### src/rtl/uart_rx_fifo.sv
// Receive byte FIFO behind uart_rx: captures rx_data on the falling edge
// of rx_busy and presents bytes first-word-fall-through with sticky overflow.
// Ports: clk, reset (async, active-high), rx_busy, rx_data[7:0], rd_en,
//        flush, clr_overflow -> rd_data[7:0], empty, full,
//        count[ADDR_W:0], overflow.
module uart_rx_fifo #(
  parameter int DEPTH  = 16,
  parameter int ADDR_W = 4
) (
  input  logic              clk,
  input  logic              reset,
  input  logic              rx_busy,
  input  logic [7:0]        rx_data,
  input  logic              rd_en,
  input  logic              flush,
  input  logic              clr_overflow,
  output logic [7:0]        rd_data,
  output logic              empty,
  output logic              full,
  output logic [ADDR_W:0]   count,
  output logic              overflow
);

  localparam logic [ADDR_W-1:0] PTR_ONE  = 1;
  localparam logic [ADDR_W:0]   CNT_ONE  = 1;
  localparam logic [ADDR_W:0]   CNT_FULL = (ADDR_W+1)'(DEPTH);

  logic [7:0]        mem [DEPTH];
  logic [ADDR_W-1:0] wr_ptr_q, wr_ptr_d;
  logic [ADDR_W-1:0] rd_ptr_q, rd_ptr_d;
  logic [ADDR_W:0]   count_q, count_d;
  logic              ovf_q, ovf_d;
  logic              rx_busy_q;

  logic wr_evt;
  logic rd_ok;
  logic wr_ok;
  logic drop;

  assign empty    = (count_q == '0);
  assign full     = (count_q == CNT_FULL);
  assign count    = count_q;
  assign overflow = ovf_q;
  assign rd_data  = empty ? 8'h00 : mem[rd_ptr_q];

  assign wr_evt = rx_busy_q & ~rx_busy;

  always_comb begin
    rd_ok    = 1'b0;
    wr_ok    = 1'b0;
    drop     = 1'b0;
    wr_ptr_d = wr_ptr_q;
    rd_ptr_d = rd_ptr_q;
    count_d  = count_q;
    if (flush) begin
      wr_ptr_d = '0;
      rd_ptr_d = '0;
      count_d  = '0;
    end else begin
      rd_ok = rd_en & ~empty;
      // A read in the same cycle frees the slot a full FIFO needs.
      wr_ok = wr_evt & (~full | rd_ok);
      drop  = wr_evt & full & ~rd_ok;
      if (wr_ok) wr_ptr_d = wr_ptr_q + PTR_ONE;
      if (rd_ok) rd_ptr_d = rd_ptr_q + PTR_ONE;
      unique case ({rd_ok, wr_ok})
        2'b10:   count_d = count_q - CNT_ONE;
        2'b01:   count_d = count_q + CNT_ONE;
        default: count_d = count_q;
      endcase
    end
    // A new drop outranks a clear in the same cycle.
    ovf_d = ovf_q;
    if (drop)              ovf_d = 1'b1;
    else if (clr_overflow) ovf_d = 1'b0;
  end

  always_ff @(posedge clk or posedge reset) begin
    if (reset) begin
      wr_ptr_q  <= '0;
      rd_ptr_q  <= '0;
      count_q   <= '0;
      ovf_q     <= 1'b0;
      rx_busy_q <= 1'b0;
    end else begin
      wr_ptr_q  <= wr_ptr_d;
      rd_ptr_q  <= rd_ptr_d;
      count_q   <= count_d;
      ovf_q     <= ovf_d;
      rx_busy_q <= rx_busy;
    end
  end

  always_ff @(posedge clk) begin
    if (wr_ok) mem[wr_ptr_q] <= rx_data;
  end

endmodule

### config.mk
export PLATFORM = sky130hd
export DESIGN_NAME = uart_rx_fifo
export DESIGN_NICKNAME = d
export VERILOG_FILES = /design/src/rtl/uart_rx_fifo.sv
export SDC_FILE = /design/constraint.sdc
export NUM_CORES = 1
export LEC_CHECK = 0
export BUFFER_PORTS_ARGS = -buffer_cell sky130_fd_sc_hd__buf_2
export CORE_MARGIN = 5
export CORE_UTILIZATION = 60
export CTS_CLUSTER_DIAMETER = 30
export DETAILED_ROUTE_END_ITERATION = 8
export PLACE_DENSITY = 0.85
export SETUP_SLACK_MARGIN = 0.1
export SLEW_MARGIN = 20
export SYNTH_ARGS = -nofsm -noshare
export SYNTH_HDL_FRONTEND = slang
export SYNTH_SLANG_ARGS = --single-unit
### constraint.sdc
create_clock -name clk -period 3.44 [get_ports clk]
set_input_delay 0 -clock clk [delete_from_list [all_inputs] [get_ports clk]]
set_output_delay 0 -clock clk [all_outputs]
set_load 0.05 [all_outputs]
Word-level counts from Yosys, hierarchy flattened. Memories as Yosys holds them, arrays and structs flattened. Index checks and enable logic that the tools add are counted.

Flip-flop bits (word level): 15. Bits in latches: 0. RAM bits: 128. Memory bits (read-only): 0. Input port bits: 14. Output and inout port bits: 16. Memories: 1.

Add/subtract/negate cells: 4. $mul: 0. Divide/modulo/power cells: 0. $lt $le $gt $ge: 0. Equality and inequality tests: 3. Shift operators: 0. Multiplexer cells: 13. Bitwise logic cells: 10. Reduce and logical (&&, ||, !) cells: 5.

Memory list: mem (depth 16, width 8, read ports 1, clocked after memory_dff 0, write ports 1, line 28) `logic [7:0] mem [DEPTH];`.

Operator list (count): $mux W4 (4); $pmux W5 S2 (1); $add A4 B1 Y4 const B (2); $mux W8 (1); $mux W1 (6); $reduce_bool A2 Y1 (3); $add A5 B1 Y5 const B (1); $and A1 B1 Y1 (5); $eq A5 B5 Y1 const B (1); $logic_not A5 Y1 (1); $mux W5 (1); $sub A5 B1 Y5 const B (1); $not A1 Y1 (4); $reduce_bool A3 Y1 (1); $eq A2 B1 Y1 const B (1); $eq A2 B2 Y1 const B (1); $or A1 B1 Y1 (1).

Depth between registers and ports, before layout. Gate-level depths: netlist of the first run.

Word-level depth: 8. Depth in mapped cells: 9.

Least setup slack after synthesis of the first run. No wires, ideal clock.

Path kind: register to register. From: register count_q[0], in the netlist count[0]. To: register count_q[4], in the netlist count[4]. Arrival: 2.958 ns. Required time: 3.352 ns. Path slack: 0.394 ns. Stages on the path, launching flop included: 10. Buffers on the path: 1. Clock period less this slack: 3.046 ns. Path through: dfrtp_1 -> or4_1 -> buf_2 -> o21ai_2 -> nand2_1 -> ha_1 -> a21oi_1 -> nand2_1 -> or4_1 -> a41oi_1.

Longest elaborated chain between the ends: 8. Elaborated cells on any way between the ends: 14.

RTL lines: start, declared (line 31) `logic [ADDR_W:0] count_q, count_d;`; start signal, assigned (line 88) `count_q <= count_d;`; $logic_not A5 Y1 (line 40) `assign empty = (count_q == '0);`; $not A1 Y1 (line 60) `rd_ok = rd_en & ~empty;`; $and A1 B1 Y1 (line 60); $or A1 B1 Y1 (line 62) `wr_ok = wr_evt & (~full | rd_ok);`; $and A1 B1 Y1 (line 62); $eq A2 B1 Y1 or $eq A2 B2 Y1 (tied branches) (line 66) `unique case ({rd_ok, wr_ok})`; $pmux W5 S2 (line 66); $mux W5 (line 55) `if (flush) begin`.

Parallel ways exist; a longest one is shown, timed or not. A chain may end at the register's enable or synchronous reset.

Worst setup path after layout of the first run. Same ends and word-level chain as after synthesis.

==> results by group, run 1 <==
Power
  • Internal: 3380 uW
  • Reg power frac: 41.0%
  • Combinational power share: between 20% and 30%
  • Worst VDD drop: 0.354 mV
  • Clock share of power: approximately a third
  • Static leakage: approximately 0.0024 uW
  • Switching Fraction: 32.1%
  • Cell Pwr Density: approximately 710 nW/um^2
  • NetSw: 1600 uW

CTS
  • Clock sink count: ~140
  • Max clock buf depth: 2
  • Root buffer selected by CTS: clkbuf_8
  • CTS H-tree lvls: 4
  • Clk_lat worst skew: 510 ps
  • Total CTS buffers: 17
  • Clock Pin Slew Worst Setup and Hold Paths: 60 ps
  • CTS tree: done

Logic synthesis
  • Post-synth EDFFs: 128
  • Share of the yosys chip area belonging to registers: 71.6%
  • Mapped Nets: 340
  • Synth warn: 0
  • Post-Synth Simple-Gate Area: under 10%
  • Synthesized flop and latch total: roughly 140
  • Avg Cell Area, Syn: 18.6 sq um
  • Top-area cell type share of the netlist area: 65.3%
  • Post-synthesis compound-gate area fraction: 3.27%
  • Post-synth cell types: 37
  • Async S/R FF share, synth: a little over a tenth
  • Post-Synth XOR/XNOR Area: 1.04%
  • Top cell type by total area after synthesis: edfxtp_1
  • Syn Inst Count: 316
  • Post-Syn Area: 5890 sq um
  • Synth Flop Type: edfxtp_1
  • Post-synthesis adder-cell area fraction: between 2 and 2.5%
  • Synth area leaders: edfxtp_1, mux4_2, dfrtp_1
  • Largest family of logic cells by synthesized area: multiplexers
  • Post-synthesis mux area share: between 15 and 20%

Global routing
  • Vias in the first global route: 3,325
  • First-pass GRT wire length: about 19,000 um
  • Congestion Overflow GR: 0
  • Largest net degree at the start of global routing: 33
  • Total track usage: 22.5%
  • Initial antenna violation count: 0

Cells and area
  • Commonest non-fill, non-tap cell in the layout: edfxtp_1
  • Ant. Diodes: 0
  • Layout Cells excl Fill: 526
  • Share of post-route cells with drive strength above 1: 28.8%
  • Highest-count cells in the layout ignoring fill and taps: edfxtp_1, mux4_2, buf_2, nor2_1, mux2i_1
  • Layout area overhead: 18.6%
  • Nets: between 400 and 500

Placed design
  • GP Congestion: 0.804
  • Placed cell count: 479
  • PortBufs: 29
  • Worst slack, placed: ~330 ps
  • Post-DP HPWL: 7230 um

Floorplan
  • Io pins: 30
  • Core area: 9680 sq um
  • Starting Density: 60.8%
  • Die Span X: between 100 and 150 um
  • Die height: 109 um
  • Die area: 11,900 sq um
  • # rows: 36

Worst setup path
  • Reg2Reg Depth: 8
  • Crit path capture type: register
  • Crit path DAT: 3520 ps
  • Critical path depth: 8
  • Slowest cell on the critical path: or4_1
  • Worst endpoint required time: 3860 ps
  • Critical path's top delay family: simple AND/OR/NAND/NOR gates
  • Startpoint class of the critical path: register
  • Bufs and invs on worst path: 0
  • Crit path kind: reg -> reg
  • Crit-path max cell delay: 690 ps
  • Worst Path Max Fanout: 7
  • Critical-path cell list: or4_1 -> o21ai_4 -> nand2_1 -> ha_1 -> a21oi_1 -> nand2_1 -> or4_1 -> a41oi_1

Route
  • Drt drc: 0
  • Final WL: 12,100 um
  • Starting DRC count in detailed routing: 277
  • Via count: 3,237
  • Antenna-violating nets left: 0
  • WL/cell: approximately 23 um
  • Via/cell ratio: about 6.2
  • First drt pass iteration count: 5

Timing
  • RSZ-0062 raised after global routing: no
  • Tcrit/Tclk final: 90.0%
  • Final worst slack: 345 ps
  • Setup TNS: 0 ps
  • Final Setup Violations: 0
  • Setup Skew: 8.61 ps
  • Worst-Margin Slew: 961 ps
  • Fmax: 323 MHz
  • Relative slew slack: 35.7%
  • Final hold vios: 0
  • Final Slew Violations: 0
  • Period minus WS final: a little over 3000 ps

Outcome
  • Outcome: completed

Run
  • Max cap viols: 0

Min path
  • Worst Hold Class: in -> async
[worst reg2reg max path, cell delays in order (launching register included)]
cell and delay (ps):
dfrtp_1 460, or4_1 690, o21ai_4 290, nand2_1 210, ha_1 390, a21oi_1 210, nand2_1 130, or4_1 420
a41oi_1 220
[layout make-up]
class | count | area (sq um)
Sequential cell | 143 | 4220
Fill cell | 544 | 2700
Multi-Input combinational cell | 151 | 1590
Timing Repair Buffer | 62 | 443
Clock buffer | 17 | 414
Tap cell | 133 | 166
Clock inverter | 15 | 133
Inverter | 5 | 18.8
[cells by family after synthesis]
kind of cell             Yosys count
AND/OR/NAND/NOR                   54
adder cells (fa/ha/maj)           10
AO/OA/AOI/OAI                     26
flip-flops                       143
multiplexers                      54
buffers and inverters             22
XOR/XNOR                           7
[flip-flops by register name, indices dropped and copies added, names as in the netlist]
signal	flops
mem	128
count	5
rx_busy_q	1
overflow	1
wr_ptr_q	4
rd_ptr_q	4
[per-layer routing]
layer  wire length [um]  up-vias  part of all wire (%)  global-route usage (%)
met5                  0        -                     0                       0
met4                244        0                   2.0                    7.39
met3                979       25                   8.1                    5.51
met2               6260      177                    52                    36.4
met1               4660     1644                    38                    30.3
li1                   -     1391                     -                       -
[power groups by stage]
stage	registers, uW	logic (uW)	clock network, uW
finish	2040	1240	1690
floorplan	2080	900	0
CTS	2040	1240	1700
global placement	2070	1170	0
global route	2050	1330	1790
detailed placement	2070	1210	0
[what timing repair did]
item                                    CTS  global route
setup buffers                             0             0
resized for setup                         0             1
endpoints found under the hold margin   157             0
hold buffers                             15             0
endpoints found under the setup margin    0             1
[Yosys cell counts (3+ instances only)]
cell type and number:
mux2_1 4, nand2_1 10, a21oi_1 4, ha_1 9, mux4_2 32, xnor2_1 4
nor3_1 4, mux2i_1 18, nand2b_1 3, o22ai_1 8, nand3_1 4, o211ai_1 3
buf_2 4, dfrtp_1 15, inv_1 5, edfxtp_1 128, clkbuf_1 12, xor2_1 3
a211oi_1 3, nor2_1 24
[worst paths after layout]
check / slack [ps] / startpoint / endpoint
worst min register to register: 620 / count[3] / count[3]
worst max-delay path: 340 / count[0] / count[4]
worst max register to register: 340 / count[0] / count[4]
worst min-delay path: 100 / reset / rd_ptr_q[1]
max in group asynchronous: 2920 / reset / rd_ptr_q[0]
min in group clk: 170 / rx_busy / rx_busy_q
[per-stage QoR]
stage	instance area (sq um)	hold slack [ps]	total power, uW	util, %
after global placement	6280	75.2	3240	64.9
after CTS	6980	104	4980	72.1
after global routing	6990	165	5160	72.1
final	6990	98.0	4970	72.1
after detailed placement	6280	88.8	3280	64.9
after floorplan	5890	-98.5	2990	-
Note: power is estimated with default switching activity, not from simulation.
==> inputs of run 2 (changes only) <==
Settings changed: CAP_MARGIN from default to 20, CTS_CLUSTER_SIZE from default to 40, PLACE_DENSITY 0.85 to 0.84.
==> results by group, run 2 (synthesis results as in run 1) <==
Outcome
  • Outcome: completed

Global routing
  • Congestion Overflow GR: 0
  • Initial antenna violation count: 0
  • Vias in the first global route: 3,264
  • Total track usage: 22.5%
  • Largest net degree at the start of global routing: 36
  • First-pass GRT wire length: ~19,000 um

Timing
  • Final Setup Violations: 0
  • Worst-Margin Slew: 922 ps
  • Setup TNS: 0 ps
  • Final hold vios: 0
  • Fmax: 317 MHz
  • RSZ-0062 raised after global routing: no
  • Setup Skew: 10.0 ps
  • Period minus WS final: 3150 ps
  • Relative slew slack: a little under two fifths
  • Final Slew Violations: 0
  • Tcrit/Tclk final: ~90%

Worst setup path
  • Worst endpoint required time: between 3000 and 4000 ps
  • Flop2flop setup slack: a little under 300 ps
  • Reg2reg end: count[4]
  • Reg2Reg Depth: 8
  • Crit path capture type: register
  • Worst Setup EP: count[4]
  • Worst Path Max Fanout: 7
  • Reg-to-Reg Start: count[0]
  • Crit path kind: reg -> reg
  • Crit path DAT: 3590 ps
  • Critical path startpoint: count[0]
  • Startpoint class of the critical path: register

CTS
  • Root buffer selected by CTS: clkbuf_8
  • Post-CTS setup buffers: 0
  • Total CTS buffers: 17
  • Clock sink count: 143
  • CTS H-tree lvls: 4
  • Clock Pin Slew Worst Setup and Hold Paths: ~70 ps
  • Max clock buf depth: 2
  • Clk_lat worst skew: 520 ps
  • CTS tree: done

Power
  • Cell Pwr Density: 730 nW/um^2
  • Worst VDD drop: 0.483 mV
  • Static leakage: about 0.0024 uW

Placed design
  • PortBufs: 29
  • Placed Area: 6240 sq um
  • GP Congestion: around 0.89
  • Post-DP HPWL: 6920 um

Floorplan
  • Core area: 9680 sq um
  • # rows: 36
  • Die area: 11,900 sq um
  • Io pins: 30
  • Starting Density: 60.8%
  • Die Span X: 109 um
  • Die height: 109 um

Route
  • WL/cell: 23.0 um
  • Via/cell ratio: 6.03
  • Drt drc: 0
  • Final WL: 11,900 um
  • First drt pass iteration count: 6
  • Starting DRC count in detailed routing: 218
  • Via count: between 3,000 and 4,000
  • Antenna-violating nets left: 0

Cells and area
  • Nets: 397
  • Share of post-route cells with drive strength above 1: about 28%
  • Max FFs per register: between 100 and 150
  • Register name with the most flops: mem
  • Commonest non-fill, non-tap cell in the layout: edfxtp_1
  • Highest-count cells in the layout ignoring fill and taps: edfxtp_1, mux4_2, buf_2, nor2_1, mux2i_1
  • Ant. Diodes: 0
  • Final instance area: around 7000 sq um
  • Layout area overhead: 18.6%

Run
  • Max cap viols: 0

Min path
  • Worst Hold Class: in -> async
-- run 2: what timing repair did --
item | in CTS | in global routing
setup endpoints to repair | 0 | 1
endpoints found under the hold margin | 157 | 0
gates resized for setup | 0 | 2
hold buffers | 14 | 0
-- run 2: worst max-delay path, cell delays in order, from the launching register on --
cell	delay [ps]
dfrtp_1	480
or4_1	710
o21ai_4	280
nand2_1	220
ha_1	400
a21oi_1	220
nand2_1	130
or4_1	410
a41oi_1	210
-- run 2: power by group --
part           internal, uW  total, uW  leakage [uW]  switching [uW]
clock                  1060       1810      0.000285             751
combinational           478       1250      0.000717             776
sequential             1930       2030       0.00135            97.5
total                  3470       5100       0.00235            1620
-- run 2: area by class of cell --
| cell class | count | area (sq um) |
|---|---|---|
| sequential | 143 | 4220 |
| fill | 525 | 2700 |
| clock inverter | 14 | 173 |
| tap | 133 | 166 |
| multi-input combinational | 151 | 1600 |
| clock buffer | 18 | 418 |
| inverter | 5 | 18.8 |
| timing repair buffer | 55 | 388 |
-- run 2: stage by stage --
stage | hold WS, ps | instances | utilization [%] | power, uW | setup slack [ps]
after global placement | 93.4 | 473 | 64.4 | 3230 | 474
after global routing | 129 | 519 | 72.1 | 5320 | 114
after floorplan | -98.5 | 316 | - | 2990 | 394
after CTS | 84.3 | 519 | 72.0 | 5100 | 270
after detailed placement | 95.0 | 473 | 64.4 | 3270 | 303
final | 91.1 | 519 | 72.1 | 5100 | 290
-- run 2: metal layers --
metal / up-vias / wire [um] / global-route usage (%)
met5: - / 0 / 0
met4: 0 / 231 / 6.85
met3: 20 / 652 / 6.63
met2: 104 / 6190 / 35.6
met1: 1630 / 4870 / 30.7
li1: 1375 / - / -
-- run 2: worst min path at each step --
stage	from	end	slack, ps	depth (start not counted)
after CTS	reset	rd_ptr_q[3]	80	3
after detailed placement	reset	wr_ptr_q[0]	90	2
after global routing	rx_busy	rx_busy_q	130	2
final	reset	rd_ptr_q[3]	90	3
after floorplan	reset	count[0]	-100	1
after global placement	reset	rx_busy_q	90	2
==> inputs of run 3 (changes only) <==
Settings changed: CORE_ASPECT_RATIO from default to 0.9, CTS_CLUSTER_SIZE 40 to 25.
==> results by group, run 3 (synthesis results as in run 1) <==
Power
  • Power, Total: 5090 uW
  • Static leakage: 0.00240 uW
  • Cell Pwr Density: 726 nW/um^2
  • Worst VDD drop: 0.531 mV

Worst setup path
  • Worst Path Max Fanout: 7
  • Crit path DAT: 3530 ps
  • Startpoint class of the critical path: register
  • Worst endpoint required time: 3880 ps
  • Crit path capture type: register
  • Critical path startpoint: count[0]
  • Reg-to-Reg Start: count[0]
  • Flop2flop setup slack: 340 ps
  • Crit path kind: reg -> reg

Cells and area
  • Max FFs per register: 128
  • Final instance area: 7010 sq um
  • Nets: ~410
  • Fin util: roughly 73%
  • Register name with the most flops: mem
  • Sequential cell area: 4220 sq um
  • Commonest non-fill, non-tap cell in the layout: edfxtp_1
  • Filler cells: 546
  • Layout area overhead: 19.1%
  • Highest-count cells in the layout ignoring fill and taps: edfxtp_1, mux4_2, buf_2, nor2_1, buf_4
  • Ant. Diodes: 0
  • Share of post-route cells with drive strength above 1: between 20 and 30%
  • Multi-input gate area: approximately 1600 sq um

Route
  • Via count: 3,207
  • WL/cell: 23.5 um
  • Via/cell ratio: 6.18
  • Final WL: between 10,000 and 15,000 um
  • Antenna-violating nets left: 0
  • First drt pass iteration count: 5
  • Starting DRC count in detailed routing: 234
  • Drt drc: 0

CTS
  • Clock Pin Slew Worst Setup and Hold Paths: 60 ps
  • CTS H-tree lvls: 4
  • Clk_lat worst skew: 530 ps
  • CTS tree: done
  • Max clock buf depth: 2
  • Total CTS buffers: 17
  • Root buffer selected by CTS: clkbuf_8
  • Post-CTS setup buffers: 0
  • Clock sink count: 143

Timing
  • Worst-Margin Slew: between 800 and 900 ps
  • Setup TNS: 0 ps
  • Relative slew slack: 43.1%
  • Period minus WS final: between 3000 and 4000 ps
  • Final Slew Violations: 0
  • RSZ-0062 raised after global routing: no
  • Tcrit/Tclk final: 90.0%
  • Setup Skew: about 12 ps
  • Fmax: 323 MHz
  • Final Setup Violations: 0
  • Final hold vios: 0

Global routing
  • Congestion Overflow GR: 0
  • Vias in the first global route: 3,379
  • Grt met2 use: a little over a third
  • First-pass GRT wire length: 19,300 um
  • Met1 Usage GRT: roughly a third
  • Initial antenna violation count: 0
  • Total track usage: 22.4%
  • GR peak layer: met2
  • Met3 global-route usage: 5.41%
  • Largest net degree at the start of global routing: 36

Floorplan
  • Starting Density: 61.3%
  • Io pins: 30
  • Die area: 11,900 sq um
  • Die Span X: between 100 and 150 um
  • Core area: between 9000 and 10,000 sq um
  • Die height: 104 um
  • # rows: 34

Placed design
  • GP Congestion: 0.872
  • Post-DP HPWL: 6980 um
  • Placed Area: 6270 sq um
  • PortBufs: 29

Min path
  • Worst Hold Class: in -> async

Run
  • Max cap viols: 0

Outcome
  • Outcome: completed
[run 3: cell type report]
cell class,count,area share (%)
Timing Repair Buffer,63,6.24
Inverter,5,0.268
Multi-Input combinational cell,151,22.6
Tap cell,126,2.25
Sequential cell,143,60.2
Clock buffer,17,5.90
Clock inverter,14,2.59
[run 3: worst max-delay path: stages, from the launching register on]
cell,delay (ps)
dfrtp_1,450
or4_1,670
o21ai_2,320
nand2_1,220
ha_1,400
a21oi_1,210
nand2_1,120
or4_1,400
a41oi_1,220
[run 3: what timing repair did]
item | 4_1_cts | 5_1_grt
resized for setup | 0 | 0
hold buffers | 15 | 0
hold endpoints to repair | 158 | 0
[run 3: worst paths after layout]
check | to | cells after the start
setup / recovery | count[4] | 8
hold / removal | overflow | 3
setup reg to reg | count[4] | 8
hold reg to reg | count[3] | 1
max in group asynchronous | rd_ptr_q[0] | 3
min in group clk | rx_busy_q | 2
[run 3: layer usage]
metal,vias up,part of all wire [%]
met4,0,2.0
li1,1392,-
met3,25,8.4
met5,-,0
met2,180,49
met1,1610,40
[run 3: report_power, final]
group	switching (uW)	internal, uW
sequential	88.1	1930
combinational	774	471
clock	712	1110
total	1570	3520
[run 3: stage by stage]
| step | hold slack [ps] | worst slack, ps | cells |
|---|---|---|---|
| 2_1_floorplan | -98.5 | 394 | 316 |
| 3_5_place_dp | 99.6 | 368 | 473 |
| 6_report | 84.2 | 343 | 519 |
| 5_1_grt | 147 | 153 | 519 |
| 4_1_cts | 80.0 | 350 | 519 |
| 3_3_place_gp | 83.8 | 485 | 473 |
